==> src/rtl/othello_sched_pkg.sv <==
// Shared types and constants for the Othello solve scheduler and its result FIFO.
package othello_sched_pkg;

  localparam int unsigned NSLOTS_MAX = 16;
  localparam int unsigned TAG_W_MAX  = 16;

  // Full board: the pipeline finishes this position immediately.
  localparam logic [63:0] DUMMY_PLAYER   = 64'hFFFF_FFFF_FFFF_FFFF;
  localparam logic [63:0] DUMMY_OPPONENT = 64'h0000_0000_0000_0000;

  typedef struct packed {
    logic                 valid;
    logic [TAG_W_MAX-1:0] tag;
  } slot_entry_t;

  typedef struct packed {
    logic [TAG_W_MAX-1:0] tag;
    logic signed [7:0]    score;
  } result_t;

  typedef enum logic [1:0] {
    StIdle,
    StWarmup,
    StRun,
    StDrain
  } sched_state_e;

endpackage

==> src/rtl/sched_result_fifo.sv <==
// First-word-fall-through result FIFO with occupancy count; Depth must be a power of 2.
module sched_result_fifo
  import othello_sched_pkg::*;
#(
  parameter int unsigned Depth = 8,
  localparam int unsigned AddrW = $clog2(Depth)
) (
  input  logic           i_clk,
  input  logic           i_rst_n,
  input  logic           i_push,
  input  result_t        i_data,
  input  logic           i_pop,
  output logic           o_valid,
  output result_t        o_data,
  output logic [AddrW:0] o_count
);

  result_t          r_mem [Depth];
  logic [AddrW-1:0] r_wptr;
  logic [AddrW-1:0] r_rptr;
  logic [AddrW:0]   r_count;
  logic             w_pop;

  assign w_pop   = i_pop & (r_count != '0);
  assign o_valid = (r_count != '0);
  assign o_data  = r_mem[r_rptr];
  assign o_count = r_count;

  always_ff @(posedge i_clk or negedge i_rst_n) begin
    if (!i_rst_n) begin
      r_wptr  <= '0;
      r_rptr  <= '0;
      r_count <= '0;
    end else begin
      if (i_push) r_wptr <= r_wptr + AddrW'(1);
      if (w_pop)  r_rptr <= r_rptr + AddrW'(1);
      case ({i_push, w_pop})
        2'b10:   r_count <= r_count + (AddrW + 1)'(1);
        2'b01:   r_count <= r_count - (AddrW + 1)'(1);
        default: r_count <= r_count;
      endcase
    end
  end

  always_ff @(posedge i_clk) begin
    if (i_push) r_mem[r_wptr] <= i_data;
  end

  // Credit accounting upstream guarantees room for every push.
  a_no_overflow: assert property (@(posedge i_clk) disable iff (!i_rst_n)
    !(i_push && (r_count == (AddrW + 1)'(Depth))));

endmodule

==> src/rtl/solve_scheduler.sv <==
// Dispatches tagged positions into the multi-slot solver pipeline and returns tagged results.
// Optional performance counters are enabled by defining SCHED_PERF_EN.
module solve_scheduler
  import othello_sched_pkg::*;
#(
  parameter int unsigned NSLOTS    = 7,
  parameter int unsigned TAG_W     = 16,
  parameter int unsigned RES_DEPTH = 8
) (
  input  logic             iCLOCK,
  input  logic             iRESET_N,
  input  logic             run,
  input  logic             in_valid,
  output logic             in_ready,
  input  logic [63:0]      in_player,
  input  logic [63:0]      in_opponent,
  input  logic [TAG_W-1:0] in_tag,
  output logic             pipe_enable,
  output logic [63:0]      pipe_player,
  output logic [63:0]      pipe_opponent,
  input  logic             pipe_solved,
  input  logic [3:0]       pipe_slot,
  input  logic [7:0]       pipe_res,
  output logic             out_valid,
  input  logic             out_ready,
  output logic [TAG_W-1:0] out_tag,
  output logic [7:0]       out_score,
`ifdef SCHED_PERF_EN
  output logic [31:0]      perf_busy_cyc,
  output logic [31:0]      perf_done,
  output logic [31:0]      perf_idle_loads,
`endif
  output logic             busy
);

  localparam int unsigned CntW = $clog2(RES_DEPTH) + 1;

  sched_state_e     r_state;
  sched_state_e     w_state_next;
  logic [2:0]       r_warm_cnt;
  logic             r_alive;
  logic             r_hold_valid;
  logic [63:0]      r_hold_player;
  logic [63:0]      r_hold_opponent;
  logic [TAG_W-1:0] r_hold_tag;
  slot_entry_t      r_table [NSLOTS_MAX];

  logic [4:0]       w_inflight;
  logic [CntW-1:0]  w_fifo_count;
  logic [5:0]       w_used;
  logic             w_has_credit;
  logic             w_active;
  logic             w_slot_ok;
  logic             w_present_hold;
  logic             w_load;
  logic             w_dispatch;
  logic             w_push;
  logic             w_accept;
  logic             w_fifo_valid;
  result_t          w_push_data;
  result_t          w_fifo_data;

  always_comb begin
    w_inflight = '0;
    for (int i = 0; i < int'(NSLOTS); i++) begin
      w_inflight = w_inflight + 5'(r_table[i].valid);
    end
  end

  assign w_used       = 6'(w_fifo_count) + 6'(w_inflight);
  assign w_has_credit = (w_used < 6'(RES_DEPTH));
  assign w_active     = (r_state == StRun) || (r_state == StDrain);
  assign w_slot_ok    = ({1'b0, pipe_slot} < 5'(NSLOTS));

  assign w_present_hold = r_hold_valid & w_has_credit & (r_state == StRun);
  assign w_load         = ((r_state == StWarmup) | (pipe_solved & w_active)) & w_slot_ok;
  assign w_dispatch     = w_load & w_present_hold;
  // The result reads the entry before this edge's reload overwrites it.
  assign w_push         = pipe_solved & w_active & w_slot_ok & r_table[pipe_slot].valid;
  assign w_push_data    = '{tag: r_table[pipe_slot].tag, score: pipe_res};
  assign w_accept       = in_valid & in_ready;

  // r_alive keeps in_ready and the presented position at 0 while reset is asserted.
  always_ff @(posedge iCLOCK or negedge iRESET_N) begin
    if (!iRESET_N) r_alive <= 1'b0;
    else           r_alive <= 1'b1;
  end

  always_ff @(posedge iCLOCK or negedge iRESET_N) begin
    if (!iRESET_N) r_state <= StIdle;
    else           r_state <= w_state_next;
  end

  always_comb begin
    w_state_next = r_state;
    unique case (r_state)
      StIdle:   if (run) w_state_next = StWarmup;
      StWarmup: if (r_warm_cnt == 3'(NSLOTS - 1)) w_state_next = StRun;
      StRun:    if (!run) w_state_next = StDrain;
      StDrain: begin
        if (run)                   w_state_next = StRun;
        else if (w_inflight == '0) w_state_next = StIdle;
      end
      default:  w_state_next = StIdle;
    endcase
  end

  always_comb begin
    pipe_enable   = 1'b0;
    in_ready      = 1'b0;
    pipe_player   = '0;
    pipe_opponent = '0;
    if (r_alive) begin
      pipe_enable = (r_state != StIdle);
      in_ready    = ~r_hold_valid;
      if (w_present_hold) begin
        pipe_player   = r_hold_player;
        pipe_opponent = r_hold_opponent;
      end else begin
        pipe_player   = DUMMY_PLAYER;
        pipe_opponent = DUMMY_OPPONENT;
      end
    end
  end

  assign busy = (r_state != StIdle);

  always_ff @(posedge iCLOCK or negedge iRESET_N) begin
    if (!iRESET_N)                 r_warm_cnt <= '0;
    else if (r_state == StWarmup) r_warm_cnt <= r_warm_cnt + 3'd1;
    else                          r_warm_cnt <= '0;
  end

  always_ff @(posedge iCLOCK or negedge iRESET_N) begin
    if (!iRESET_N) begin
      r_hold_valid    <= 1'b0;
      r_hold_player   <= '0;
      r_hold_opponent <= '0;
      r_hold_tag      <= '0;
    end else if (w_accept) begin
      r_hold_valid    <= 1'b1;
      r_hold_player   <= in_player;
      r_hold_opponent <= in_opponent;
      r_hold_tag      <= in_tag;
    end else if (w_dispatch) begin
      r_hold_valid <= 1'b0;
    end
  end

  always_ff @(posedge iCLOCK or negedge iRESET_N) begin
    if (!iRESET_N) begin
      for (int i = 0; i < int'(NSLOTS_MAX); i++) r_table[i] <= '0;
    end else if (w_load) begin
      if (w_dispatch) r_table[pipe_slot] <= '{valid: 1'b1, tag: TAG_W_MAX'(r_hold_tag)};
      else            r_table[pipe_slot] <= '0;
    end
  end

  sched_result_fifo #(
    .Depth(RES_DEPTH)
  ) u_result_fifo (
    .i_clk  (iCLOCK),
    .i_rst_n(iRESET_N),
    .i_push (w_push),
    .i_data (w_push_data),
    .i_pop  (out_ready),
    .o_valid(w_fifo_valid),
    .o_data (w_fifo_data),
    .o_count(w_fifo_count)
  );

  assign out_valid = w_fifo_valid;
  assign out_tag   = w_fifo_valid ? w_fifo_data.tag[TAG_W-1:0] : '0;
  assign out_score = w_fifo_valid ? w_fifo_data.score : '0;

`ifdef SCHED_PERF_EN
  logic [31:0] r_perf_busy;
  logic [31:0] r_perf_done;
  logic [31:0] r_perf_idle;

  always_ff @(posedge iCLOCK or negedge iRESET_N) begin
    if (!iRESET_N) begin
      r_perf_busy <= '0;
      r_perf_done <= '0;
      r_perf_idle <= '0;
    end else if (pipe_enable) begin
      if (r_perf_busy != '1) r_perf_busy <= r_perf_busy + 32'd1;
      if (w_push && r_perf_done != '1) r_perf_done <= r_perf_done + 32'd1;
      if (w_load && (r_state == StRun) && !w_dispatch && r_perf_idle != '1) begin
        r_perf_idle <= r_perf_idle + 32'd1;
      end
    end
  end

  assign perf_busy_cyc   = r_perf_busy;
  assign perf_done       = r_perf_done;
  assign perf_idle_loads = r_perf_idle;
`endif

endmodule
==> config.mk <==
export PLATFORM = sky130hd
export DESIGN_NAME = solve_scheduler
export DESIGN_NICKNAME = d
export VERILOG_FILES = /design/src/rtl/othello_sched_pkg.sv /design/src/rtl/sched_result_fifo.sv /design/src/rtl/solve_scheduler.sv
export SDC_FILE = /design/constraint.sdc
export NUM_CORES = 1
export LEC_CHECK = 0
export BUFFER_PORTS_ARGS = -buffer_cell sky130_fd_sc_hd__buf_2
export CORE_ASPECT_RATIO = 0.6
export CORE_MARGIN = 1.5
export CORE_UTILIZATION = 50
export DETAILED_ROUTE_END_ITERATION = 8
export PLACE_DENSITY_LB_ADDON = 0.25
export SLEW_MARGIN = 15
export SYNTH_ARGS = -nofsm -noshare
export SYNTH_HDL_FRONTEND = slang
export SYNTH_HIERARCHICAL = 1
export SYNTH_SLANG_ARGS = --single-unit
==> constraint.sdc <==
create_clock -name iCLOCK -period 6.1 [get_ports iCLOCK]
set_input_delay 0.915 -clock iCLOCK [delete_from_list [all_inputs] [get_ports iCLOCK]]
set_output_delay 0.915 -clock iCLOCK [all_outputs]
set_load 0.05 [all_outputs]
* Yosys cells after proc, flatten, opt, wreduce, memory -nomap -nowiden
Memories as Yosys holds them, arrays and structs flattened.
Cells that the tools add are included.
** Word-level totals
- Memories kept :: 1
- Memory bits (writable) :: 192
- Output and inout bits :: 156
- Logic and storage cells :: 119
- Bits in registers :: 433
- Input bits :: 162
** Memory list
- u_result_fifo.r_mem :: words 8, width 24, rd ports 1, clocked after Yosys merged registers in 0, wr ports 1, line sched_result_fifo.sv:18 : result_t r_mem [Depth];
** Operators by class
- Muxes and demuxes :: 27
- Eq/ne operators :: 10
- Reductions and logical operators :: 9
- Magnitude comparators :: 4
- Add/sub/neg operators :: 12
- Bitwise gates (word level) :: 14
** Operators by type and width (number)
- $and 272x272->272 :: 1
- $bwmux 272 :: 1
- $mux 272 :: 1
- $not 272->272 :: 1
- $mux 64 :: 4
- $bmux 17 s4 :: 1
- $demux 17 s4 :: 1
- $mux 17 :: 3
- $mux 16 :: 1
- $add 5x1->5 :: 2
- $mux 2 :: 5
- $add 3x1->3 const B :: 3
- $and 1x1->1 :: 9
- $mux 8 :: 1
- $pmux 2 s4 :: 1
- $pmux 4 s2 :: 1
- $add 4x5->6 :: 1
- $eq 2x2->1 const B :: 3
- $lt 6x4->1 const B :: 1
- $mux 1 :: 6
- $reduce_bool 2->1 :: 3
- $add 4x1->5 :: 1
- $ge 5x5->1 const B :: 1
- $logic_not 5->1 :: 1
- other kinds (21) :: 23

* Longest topological paths before layout
Gate-level depths: netlist of run 1.
- Depth after elaboration :: 13
- Gate-level depth with buffers :: 13

* Cells and area by module
Netlist of run 1, hierarchy kept.
** By module, submodules not included
- solve_scheduler :: instances 1, area each 17414.2 um^2, cells an instance 1379, sequential area each 10385.0 um^2
- sched_result_fifo :: instances 1, area each 7821.3 um^2, cells an instance 333, sequential area each 6015.8 um^2

* Worst setup path before layout of run 1
Ideal clock, no wire load.
- Kind :: reg-to-output
- Start point :: reg r_table[169] in the netlist's numbering
- End point :: out pipe_opponent[10]
- Path slack :: 1.180 ns
- Arrival :: 4.005 ns
- Stages on the path, launching flop included :: 14
- Path through :: dfrtp_1 -> fa_1 -> inv_1 -> fa_1 -> fa_1 -> fa_1 -> inv_1 -> ha_1 -> and3b_1 -> o21ai_2 -> and2_1 -> buf_4 -> buf_6 -> and3_1
** On the way
- Word-level cells in the longest chain between the ends :: 7
** Ends and longest elaborated chain
- from (decl) :: line solve_scheduler.sv:46 : slot_entry_t r_table [NSLOTS_MAX];
- from (signal, indexed assignment) :: line solve_scheduler.sv:154 : if (w_dispatch) r_table[pipe_slot] <= '{valid: 1'b1, tag: TAG_W_MAX'(r_hold_tag)};
- $add 5x1->5 :: line solve_scheduler.sv:66 : w_inflight = w_inflight + 5'(r_table[i].valid);
- $add 4x5->6 :: line solve_scheduler.sv:70 : assign w_used = 6'(w_fifo_count) + 6'(w_inflight);
- $lt 6x4->1 :: line solve_scheduler.sv:71 : assign w_has_credit = (w_used < 6'(RES_DEPTH));
- $and 1x1->1 (2 in series) :: line solve_scheduler.sv:75 : assign w_present_hold = r_hold_valid & w_has_credit & (r_state == StRun);
- $mux 64 :: line solve_scheduler.sv:116 : if (w_present_hold) begin
- $mux 64 :: line solve_scheduler.sv:113 : if (r_alive) begin
- to (decl) :: line solve_scheduler.sv:20 : output logic [63:0] pipe_opponent,
Every way passes these cells.

* Final worst setup path of run 1
- Start point :: reg r_table[169] in the netlist's numbering
- End point :: out pipe_opponent[55]
Same word-level chain as after synthesis.

==> results of run 1 <==
## registers in the layout (all words and copies together) (netlist names)
name and flops:
u_result_fifo/o_count 4, u_result_fifo/r_wptr 3, r_state 2, r_hold_opponent 64
r_hold_valid 1, r_table 264, r_hold_player 64, r_alive 1
u_result_fifo/r_mem 192, u_result_fifo/r_rptr 3, r_hold_tag 16, r_warm_cnt 3
## layout by cell type, fill, tap and decap left out, types with 7 or more instances in the layout
master and n:
o21ai_1 8, and3_1 65, inv_1 12, nor2_1 7
edfxtp_1 192, buf_4 28, dfrtp_1 421, clkbuf_8 8
nand3_1 20, a22oi_1 32, mux2_4 10, bufinv_16 9
o21a_1 64, clkbuf_16 57, nand2_1 143, clkinv_2 11
mux4_2 114, ha_1 9, mux2_2 162, and2_1 28
clkbuf_1 14, o21ai_0 114, buf_2 315
## logic make-up after synthesis
logic type	Yosys count
xor+xnor	10
flops	617
compound gates	225
other cells	1
simple gates	294
fa+ha+maj	13
buf+inv	264
mux	288
## path summary, 6_finish.rpt
path | to | slack (ps) | cells after the start
setup / recovery | pipe_opponent[55] | 350 | 13
max in group asynchronous | r_hold_opponent[49] | 4300 | 2
min in group asynchronous | r_table[11] | 440 | 1
hold reg to reg | r_table[58] | 370 | 0
hold / removal | r_table[58] | 370 | 0
setup reg to reg | r_table[169] | 2000 | 13
## power groups by stage
| stage | logic [mW] | registers [mW] | clock network (mW) |
|---|---|---|---|
| 6_report | 2.51 | 5.35 | 3.72 |
| 5_1_grt | 2.71 | 5.42 | 3.97 |
| 4_1_cts | 2.54 | 5.34 | 3.80 |
| 3_5_place_dp | 2.54 | 5.41 | 0 |
| 3_3_place_gp | 2.48 | 5.41 | 0 |
| 2_1_floorplan | 2.14 | 5.11 | 0 |
## layout make-up
class,instances,area (µm²),area share
diodes,5,12.5,0.000434
clock buffers,79,1590,0.0551
clock inverters,24,364,0.0126
inverters,12,45.0,0.00156
multi-input cells,831,7720,0.268
flip-flops and latches,617,16400,0.569
well taps,650,813,0.0282
repair buffers,348,1870,0.0650
## routing by layer
metal | vias up | part of all wire | GRT usage | wire (µm)
met5 | - | 0.0010 | 0 | 57
met4 | 8 | 0.015 | 0.0460 | 837
met3 | 84 | 0.068 | 0.0578 | 3720
met2 | 401 | 0.46 | 0.324 | 25000
met1 | 7148 | 0.46 | 0.312 | 25200
li1 | 6398 | - | - | -
## critical path, cell delays in order, from the launching register on
cell and delay, ps:
dfrtp_1 410, fa_1 540, inv_1 50, fa_1 450, fa_1 410, fa_1 570
inv_1 50, ha_1 250, and3b_1 180, o21ai_2 140, and2_1 140, buf_4 450
and3_1 260, buf_2 270
==> impl_metrics.yaml, run 1 <==
logic_synthesis:
  synth_top_flop_cell: "dfrtp_1"
  synthCells: 1712
  synth_top_family_by_area: "multiplexers"
  synth-edff-count: 192
  synth_mux_area_frac: 0.181
  synth.area.top_cells: "dfrtp_1, edfxtp_1, mux4_2"
  ys_seq_area_frac: 0.650
  synth_compound_area_frac: 0.0547
  synth_commonest_cells: "dfrtp_1, clkbuf_1, edfxtp_1"
  postSynthAreaPerCell_um2: 14.7
  synth-simple-area-share: 0.0577
  synth_top_area_share: 0.421
  yosysWarnings: 6
  synth_top_area_cell: "dfrtp_1"
  yosysMostFrequentCell: "dfrtp_1"
  synth_nets: 1887
  ys_ff_latch: 617
  synthXorXnorAreaFrac: 0.00347
  synthArstFlopShare: 0.689
  synthesis.area_mm2: 0.0252
  synth_cell_type_count: 45
  synth_fa_ha_area_frac: 0.00764
final_layout:
  final_cells: 2566
  synthToLayoutAreaGrowth_pct: 14.2
  nFillCells: 3789
  nets: 2040
  drive_gt1_frac: 0.388
  design_area_mm2: 0.0288
  utilization: 0.581
floorplanning:
  die_y_um: 177
  ios: 318
  die_width_um: 293
  dieArea_mm2: 0.0519
  start_util: 0.509
  core-area_mm2: 0.0496
  num_rows: 63
power:
  pwr-share-comb: 0.217
  power_frac_clock: 0.321
  seqPwrFrac: 0.462
  net-switching-power_mw: 3.41
  p_int_mw: 8.16
  swShare: 0.295
  peakVddDrop_mv: 0.231
  total_power_mw: 11.6
  power.leakage_nw: 12.9
  power_density_mw_per_mm2: 401
placement:
  numPlacedInstances: 2458
  placed_area_mm2: 0.0269
  port_buffers: 317
  routabilityCongestion: 0.798
  preCtsSetupSlack_ps: 830
  dp_hpwl_mm: 34.3
timing:
  worst_pin_slew_ps: 1190
  setup_viol: 0
  whs_ps: 371
  hold_viol: 0
  fin_crit_sh: 0.942
  rsz0062_at_grt: "no"
  finalClockSkew_ps: 13.8
  finalSetupTns_ps: 0
  max_freq_ghz: 0.174
  relSlewSlack: 0.205
  fin_ws_ps: 352
  layout_min_cycle_time_ps: 5750
  final_max_slew_viol_count: 0
cts:
  cts_tree: "built"
  h-tree-depth: 2
  numCtsBuffers: 55
  root_buffer: "clkbuf_16"
  cts_resized: 0
  clock_path_buffers: 3
  cts.sinks: 617
  clk_latency_ps: 600
  postCtsHoldBufs: 0
  post-cts-setup-buffer-count: 0
  path_clk_slew_ps: 60
global_route:
  grt_pass1_wl_mm: 85.8
  grt_usage: 0.214
  antenna_found_initial: 8
  grt_overflow_total: 0
  grt_pass1_vias: 14800
  grt_max_degree: 163
critical_path:
  cp_max_fo: 64
  critPathCaptureType: "primary output"
  path_class: "flip-flop to primary output"
  worstPathRequired_ps: 5180
  worst_setup_path_start_kind: "flip-flop"
  r2r-start: "r_table[169]"
  cp-startpoint: "r_table[169]"
  critPathArrivalTime_ps: 4830
drt:
  drt_pass1_iterations: 5
  drc: 0
  viasPerCell: 5.47
  drt_iter0_drc: 1137
  wire_per_inst_um: 21.4
  via_count: 14000
  wl_mm: 54.8
  ant_nets: 0
hold_path:
  hold_path_class: "flip-flop to flip-flop"
  hold_start: "r_table[58]"
run:
  drv_cap: 0
outcome:
  outcome: "finished clean"
No activity file was read; power rests on OpenSTA's default activity.
==> inputs of run 2 (changes only) <==
- GPL_ROUTABILITY_DRIVEN: default -> 0
- RECOVER_POWER: default -> 50
==> run 2 against run 1 <==
  * Register-to-register slack lost 310 ps
  * Clock power is essentially flat
  * Core utilization shrank 0.12 points
  * The run now ends with capacitance limit, slew limit left
  * Critical path type unchanged
  * First-iteration DRC count shrank 2.3%
  * Sequential share of layout area grew 0.11 points
  * Largest power group unchanged
  * Worst hold slack is essentially flat
==> impl_metrics.yaml, run 2 (synthesized netlist as in run 1, its figures left out) <==
critical_path:
  critPathArrivalTime_ps: 4850
  critPathCaptureType: "primary output"
  worstPathRequired_ps: 5180
  r2r_slack_ps: 1690
  r2r_cells: 4
  rr_endpoint: "r_hold_player[0]"
  path_class: "flip-flop to primary output"
  worst_setup_path_start_kind: "flip-flop"
  cp_max_fo: 64
  r2r-start: "r_alive"
placement:
  port_buffers: 317
  preCtsSetupSlack_ps: 830
  placed_area_mm2: 0.0269
  numPlacedInstances: 2458
  dp_hpwl_mm: 34.3
final_layout:
  nFillCells: 3803
  utilization: 0.580
  final_cells: 2566
  drive_gt1_frac: 0.381
  design_area_mm2: 0.0288
  multi_input_area_mm2: 0.00771
  largest_reg_flops: 264
  seq_area_mm2: 0.0164
  layout_common_cells: "dfrtp_1, buf_2, edfxtp_1"
  synthToLayoutAreaGrowth_pct: 14.0
  max_flop_register: "r_table"
  nets: 2040
  final_common_cell: "dfrtp_1"
  reg.largest.list: "r_table: 264 flops, u_result_fifo/r_mem: 192 flops"
timing:
  layout_min_cycle_time_ps: 5760
  setup_viol: 0
  fin_crit_sh: 0.945
  final_max_slew_viol_count: 595
  worst_pin_slew_ps: 3550
  fin_ws_ps: 338
  finalSetupTns_ps: 0
  max_freq_ghz: 0.174
  relSlewSlack: -1.37
  finalClockSkew_ps: 14.4
  rsz0062_at_grt: "no"
  hold_viol: 0
  whs_ps: 371
cts:
  h-tree-depth: 2
  root_buffer: "clkbuf_16"
  cts.sinks: 617
  cts_resized: 0
  path_clk_slew_ps: 60
  numCtsBuffers: 55
  post-cts-setup-buffer-count: 0
  postCtsHoldBufs: 0
  clk_latency_ps: 600
  clock_path_buffers: 3
  cts_tree: "built"
floorplanning:
  num_rows: 63
  dieArea_mm2: 0.0519
  ios: 318
  die_y_um: 177
  core-area_mm2: 0.0496
  die_width_um: 293
  start_util: 0.509
drt:
  drc: 0
  drt_iter0_drc: 1111
  wl_mm: 54.8
  wire_per_inst_um: 21.4
  ant_nets: 0
  via_count: 14100
  viasPerCell: 5.48
  drt_pass1_iterations: 5
run:
  drv_cap: 5
global_route:
  grt_busiest_layer: "met2"
  grt_overflow_total: 0
  grt_usage: 0.214
  grtUsageMet2: 0.324
  grt_use_met1: 0.312
  grt_max_degree: 163
  grt_pass1_wl_mm: 85.8
  grt_pass1_vias: 14800
  met3_usage: 0.0578
  antenna_found_initial: 8
hold_path:
  hold_end: "r_table[58]"
  hold_path_depth: 0
  hold_start: "r_table[58]"
  hold_path_class: "flip-flop to flip-flop"
power:
  total_power_mw: 11.6
  peakVddDrop_mv: 0.232
  power.leakage_nw: 12.8
  power_density_mw_per_mm2: 402
outcome:
  violations: "capacitance limit, slew limit"
  outcome: "finished with violations"
[run 2: changes by cell type in the layout (fill, tap and decap cells not counted), moves of 2 or more]
cell	delta
clkbuf_1	+10
buf_12	-2
buf_2	-9
clkbuf_4	+2
[run 2: how the worst max path moves through the flow]
| stage | startpoint | to | slack [ps] | cells past startpoint |
|---|---|---|---|---|
| final | r_table[169] | pipe_opponent[41] | 340 | 13 |
| after global routing | r_table[169] | pipe_opponent[41] | 90 | 13 |
| after CTS | r_table[169] | pipe_player[19] | 200 | 14 |
| after detailed placement | r_table[169] | pipe_player[19] | 830 | 14 |
| after global placement | r_table[169] | pipe_player[28] | 970 | 14 |
| after floorplan | r_table[169] | pipe_opponent[10] | 1180 | 13 |
[run 2: report_power, final]
part	internal, mW	total (mW)	switching, mW
clock network	2.20	3.72	1.52
registers	4.84	5.34	0.509
logic	1.13	2.50	1.38
total	8.16	11.6	3.41
[run 2: cell type report]
type | count | area share
repair buffers | 348 | 0.0634
multi-input cells | 831 | 0.268
clock buffers | 79 | 0.0552
diodes | 5 | 0.000435
clock inverters | 24 | 0.0127
well taps | 650 | 0.0283
inverters | 12 | 0.00157
flip-flops and latches | 617 | 0.570
[run 2: critical path, stage by stage (launching register included)]
cell	delay, ps
dfrtp_1	410
fa_1	540
inv_1	50
fa_1	450
fa_1	410
fa_1	570
inv_1	50
ha_1	250
and3b_1	180
o21ai_2	140
and2_1	140
buf_4	450
and3_1	260
buf_2	290
[run 2: routing by layer]
layer	vias to the layer above	share of wire
met1	7177	0.46
met2	397	0.46
li1	6395	-
met3	80	0.069
met5	-	0.0010
met4	8	0.015
